## config.mk

```make
export PLATFORM = sky130hd
export DESIGN_NAME = slow_access_ctrl
export DESIGN_NICKNAME = d
export VERILOG_FILES = /design/src/rtl/slow_access_ctrl_pkg.sv /design/src/rtl/slow_tick.sv /design/src/rtl/slow_access_ctrl.sv
export SDC_FILE = /design/constraint.sdc
export NUM_CORES = 1
export LEC_CHECK = 0
export ABC_AREA = 1
export BUFFER_PORTS_ARGS = -buffer_cell sky130_fd_sc_hd__buf_4
export CAP_MARGIN = 0
export CORE_UTILIZATION = 49
export DETAILED_ROUTE_END_ITERATION = 8
export PLACE_DENSITY = 0.76
export SYNTH_ARGS = -nofsm -noshare
export SYNTH_HDL_FRONTEND = slang
export SYNTH_HIERARCHICAL = 1
export SYNTH_SLANG_ARGS = --single-unit
```

## constraint.sdc

```tcl
create_clock -name CLK -period 1.8 [get_ports CLK]
set_input_delay 0.09 -clock CLK [delete_from_list [all_inputs] [get_ports CLK]]
set_output_delay 0.09 -clock CLK [all_outputs]
set_load 0.01 [all_outputs]
```

## src/rtl/slow_access_ctrl_pkg.sv

```systemverilog
// Shared definitions for the slow-access sequencer: state encoding,
// default tick divider and SlowTimeout width.
package slow_access_ctrl_pkg;

  typedef enum logic [1:0] {
    ST_IDLE   = 2'd0,
    ST_ACCESS = 2'd1,
    ST_HOLD   = 2'd2
  } state_e;

  localparam int unsigned TICK_DIV_DEF = 16;
  localparam int unsigned TIMEOUT_W    = 4;

endpackage : slow_access_ctrl_pkg

```

## src/rtl/slow_tick.sv

```systemverilog
// Hold-off prescaler: emits a one-cycle tick every TICK_DIV enabled cycles.
// A synchronous clear restarts the count and suppresses the tick that cycle.
module slow_tick
  import slow_access_ctrl_pkg::*;
#(
  parameter int unsigned TICK_DIV = TICK_DIV_DEF,
  parameter int unsigned PRE_W    = 4
) (
  input  logic clk,
  input  logic rst_n,
  input  logic clr,
  input  logic en,
  output logic tick
);

  localparam logic [PRE_W-1:0] PRE_LAST = PRE_W'(TICK_DIV - 1);

  logic [PRE_W-1:0] pre_q, pre_d;

  assign tick = en && !clr && (pre_q == PRE_LAST);

  always_comb begin
    pre_d = pre_q;
    if (clr) begin
      pre_d = '0;
    end else if (en) begin
      pre_d = tick ? '0 : pre_q + 1'b1;
    end
  end

  always_ff @(posedge clk or negedge rst_n) begin
    if (!rst_n) begin
      pre_q <= '0;
    end else begin
      pre_q <= pre_d;
    end
  end

endmodule : slow_tick

```

## src/rtl/slow_access_ctrl.sv

```systemverilog
// Slow-access sequencer: holds the CPU at stock speed during accesses to
// peripheral classes flagged slow, then for SlowTimeout prescaled ticks.
module slow_access_ctrl
  import slow_access_ctrl_pkg::*;
#(
  parameter int unsigned TICK_DIV = TICK_DIV_DEF,
  parameter int unsigned PRE_W    = 4
) (
  input  logic                 CLK,
  input  logic                 nPOR,
  input  logic                 BACT,
  input  logic                 IACKCS,
  input  logic                 VIACS,
  input  logic                 IWMCS,
  input  logic                 SCCCS,
  input  logic                 SCSICS,
  input  logic                 SndCS,
  input  logic                 SlowIACK,
  input  logic                 SlowVIA,
  input  logic                 SlowIWM,
  input  logic                 SlowSCC,
  input  logic                 SlowSCSI,
  input  logic                 SlowSnd,
  input  logic                 SlowClockGate,
  input  logic [TIMEOUT_W-1:0] SlowTimeout,
  output logic                 SlowReq,
  output logic                 ClockGateEn,
  output logic                 SlowHold
);

  state_e               state_q, state_d;
  logic [TIMEOUT_W-1:0] count_q, count_d;
  logic                 slow_req_q, slow_req_d;
  logic                 clk_gate_q, clk_gate_d;
  logic                 slow_hold_q, slow_hold_d;

  logic hit;
  logic tick;
  logic tick_clr;
  logic tick_en;

  assign hit = BACT && ((IACKCS && SlowIACK) || (VIACS  && SlowVIA)  ||
                        (IWMCS  && SlowIWM)  || (SCCCS  && SlowSCC)  ||
                        (SCSICS && SlowSCSI) || (SndCS  && SlowSnd));

  // Keeping the prescaler cleared outside HOLD (and on a retrigger) makes
  // every HOLD entry start a full-length count and gives Hit priority over tick.
  assign tick_clr = (state_q != ST_HOLD) || hit;
  assign tick_en  = (state_q == ST_HOLD);

  slow_tick #(
    .TICK_DIV (TICK_DIV),
    .PRE_W    (PRE_W)
  ) u_slow_tick (
    .clk   (CLK),
    .rst_n (nPOR),
    .clr   (tick_clr),
    .en    (tick_en),
    .tick  (tick)
  );

  always_comb begin
    state_d = state_q;
    count_d = count_q;
    unique case (state_q)
      ST_IDLE: begin
        if (hit) state_d = ST_ACCESS;
      end
      ST_ACCESS: begin
        if (!BACT) begin
          if (SlowTimeout == '0) begin
            state_d = ST_IDLE;
          end else begin
            state_d = ST_HOLD;
            count_d = SlowTimeout;
          end
        end
      end
      ST_HOLD: begin
        if (hit) begin
          state_d = ST_ACCESS;
        end else if (tick) begin
          count_d = count_q - 1'b1;
          if (count_q == TIMEOUT_W'(1)) state_d = ST_IDLE;
        end
      end
      default: state_d = ST_IDLE;
    endcase

    slow_req_d  = (state_d != ST_IDLE);
    slow_hold_d = (state_d == ST_HOLD);
    clk_gate_d  = slow_req_d && SlowClockGate;
  end

  always_ff @(posedge CLK or negedge nPOR) begin
    if (!nPOR) begin
      state_q     <= ST_IDLE;
      count_q     <= '0;
      slow_req_q  <= 1'b0;
      clk_gate_q  <= 1'b0;
      slow_hold_q <= 1'b0;
    end else begin
      state_q     <= state_d;
      count_q     <= count_d;
      slow_req_q  <= slow_req_d;
      clk_gate_q  <= clk_gate_d;
      slow_hold_q <= slow_hold_d;
    end
  end

  assign SlowReq     = slow_req_q;
  assign ClockGateEn = clk_gate_q;
  assign SlowHold    = slow_hold_q;

endmodule : slow_access_ctrl

```

==> summary.txt <==
Status
  • Status: finished clean

STA
  • Tcrit/Tclk final: 91.6%
  • RSZ-0062 raised after global routing: false
  • Tmin final: 1650 ps
  • Final Hold Fails: 0
  • FMAX: 0.607 GHz
  • Slew Viols, Final: 0
  • Final Setup Violations: 0
  • Setup TNS: 0 ps
  • Final setup skew: 9.01 ps
  • Slew headroom: 84.2%
  • Slew @ Worst Pin: 236 ps

Floorplan
  • Die X: 42.3 um
  • Initial core utilization: 52.7%
  • # rows: 14
  • Io pins: 23
  • Die Area: 1790 um2
  • Die H: 42.3 um
  • Placeable Area: 1510 um2

Final layout
  • Final #Nets: 159
  • Multi-input logic area: 413 um2
  • N_diodes: 0
  • Util after Layout: 68.6%
  • Reg area: 325 um2
  • Area Growth Syn to Fin: 30.1%
  • Layout cells sized above 1: 30.4%
  • Fill count: 122

Pwr
  • Worst VDD drop: 0.689 mV
  • NetSw: 380 uW
  • Clock Power Share: 18.3%
  • Static Leak: 0.551 nW
  • Logic gate share of total power: 39.6%
  • Pint: 619 uW
  • Reg power frac: 42.1%
  • Power Density: 966 nW/um2
  • Sw Ratio: 38.0%

Synth
  • Synth top area share: 40.9%
  • Netlist cell types: 22
  • Avg Cell Area, Syn: 7.50 um2
  • Area leader, netlist: dfrtp_1
  • Synthesized flop and latch total: 13
  • Syn Std Cell Area: 795 um2
  • Yosys warns: 6
  • Post-synthesis cell count: 106
  • Syn Nets: 129
  • Dominant cells by area after synthesis: dfrtp_1 (41%), nand2_1 (15%), nand3_1 (7.6%)
  • Sequential share of the synthesized area: 40.9%

Clock tree
  • CTS tree: built
  • Root Driver: clkbuf_4
  • Clk slew on worst S/H paths: 90 ps
  • CTS Buf Count: 3
  • CTS sink count: 13
  • H-Tree Depth: 1
  • Worst skew pair latency: 270 ps
  • Clock Tree Buf Depth: 2

Run
  • # Max-Cap Violations: 0

Drt
  • DR WL/cell: 10.7 um
  • Total number of vias: 749
  • Via density per instance: 4.96
  • Detailed Route WL: 1620 um
  • First-iteration detailed-routing DRC count: 9
  • Final ANT Viol Nets: 0
  • DRC violations left: 0
  • Drt first pass iters: 4

Setup path
  • WP data arrival: 1810 ps
  • Crit Path Class: reg2reg
  • Worst-path maximum fanout: 4
  • Startpoint types: flop
  • Crit path cell chain: nor2_4 -> nand2_1 -> nor2_4 -> inv_1 -> nor2_2 -> nand3_1 -> nand3_1 -> nand2_2 -> nor2_2 -> inv_1
  • Slowest CP cell: dfrtp_1
  • Required time of the critical path: 1960 ps
  • Critical Path End Type: flop
  • Largest stage delay, worst path: 420 ps

Global route
  • Number of global-route vias before repair: 701
  • GRT Resource Usage Total: 21.5%
  • First-pass GRT wire length: 2920 um
  • Largest net degree at the start of global routing: 14
  • Overflow after GRT: 0
  • Initial antenna violation count: 0

Place
  • GP Congestion: 0.837
  • I/O Buffers: 22
  • DP Wirelength: 1320 um

Min path
  • Hold WC Path Type: in2reg
-- power by group through the flow --
stage	registers (mW)	logic (mW)	clock network [mW]
after global routing	0.429	0.453	0.198
after global placement	0.427	0.379	0
after detailed placement	0.428	0.385	0
after CTS	0.421	0.390	0.191
after floorplan	0.425	0.253	0
final	0.420	0.396	0.183
-- registers in the layout, indices dropped and copies added (netlist names) --
register and count:
count_q 4, u_slow_tick/pre_q 4, state_q 2, ClockGateEn 1, SlowHold 1, SlowReq 1
-- cell type report --
class,instances,share of cell area [%]
well taps,16,1.94
multi-input cells,78,40.0
clock buffers,4,2.54
flip-flops and latches,13,31.5
repair buffers,25,18.4
inverters,15,5.69
-- logic make-up (layout without fill, tap and decap cells) --
| family | after synthesis | in the layout | share of synthesized area, % |
|---|---|---|---|
| DFF | 13 | 13 | 40.9 |
| adders and majority gates | 3 | 3 | 4.72 |
| AOI/OAI and AO/OA | 11 | 11 | 7.56 |
| and+or+nand+nor | 63 | 63 | 38.3 |
| buffers and inverters | 15 | 44 | 7.40 |
| xor gates and xnor gates | 1 | 1 | 1.10 |
-- Yosys cell counts, drive strengths merged --
master / number
a22o: 1
ha: 3
a21oi: 3
inv: 15
nand3: 13
o22ai: 1
nand4: 2
or2: 2
nand2: 35
nor2: 11
dfrtp: 13
o21ai: 6
xnor2: 1
-- layer usage --
metal	vias to the layer above	wire, um	track usage (%)
met5	-	0	0
met4	0	9	9.38
met3	2	30	2.59
met2	7	856	37.2
met1	344	724	26.7
li1	396	-	-
-- critical path, delay by kind of cell (launching register included) --
kind,cells,cell delay (ps)
flops,1,420
buf+inv,2,130
simple gates,8,1000
-- final timing paths --
path / slack, ps / depth (start not counted) / to / from
setup / recovery: 150 / 10 / SlowReq / state_q[0]
hold / removal: 50 / 3 / ClockGateEn / SlowClockGate
setup reg to reg: 150 / 10 / SlowReq / state_q[0]
hold reg to reg: 530 / 1 / u_slow_tick/pre_q[0] / u_slow_tick/pre_q[0]
max in group asynchronous: 1440 / 2 / count_q[3] / nPOR
min in group asynchronous: 190 / 2 / u_slow_tick/pre_q[2] / nPOR
-- placed cells by master, fill, tap and decap left out, types with 3 or more instances in the layout --
cell type | netlist | layout
a21oi_1 | 3 | 3
ha_1 | 3 | 3
clkbuf_4 | 0 | 3
nor2_2 | 3 | 4
o21ai_0 | 3 | 3
o21ai_1 | 3 | 3
inv_1 | 12 | 12
nand3_1 | 12 | 12
nand2_2 | 3 | 3
buf_4 | 0 | 24
dfrtp_1 | 13 | 13
nor2_1 | 6 | 5
nand2_1 | 32 | 32
-- stage by stage --
stage	instances	setup slack [ps]	total power [mW]	hold WS, ps	cell area (um2)
after floorplan	106	181	0.678	-206	795
after global placement	145	182	0.806	-56.1	987
after detailed placement	145	113	0.814	-55.9	987
after CTS	150	100	1.00	32.6	1020
after global routing	151	25.3	1.08	49.8	1030
final	151	151	0.999	48.2	1030
-- what timing repair did --
action / CTS / global route
setup endpoints to repair: 0 / 6
resized for setup: 0 / 1
buffers inserted: 0 / 1
endpoints found under the hold margin: 13 / 0
hold buffers: 1 / 0
No activity file was read; power rests on OpenSTA's default activity.
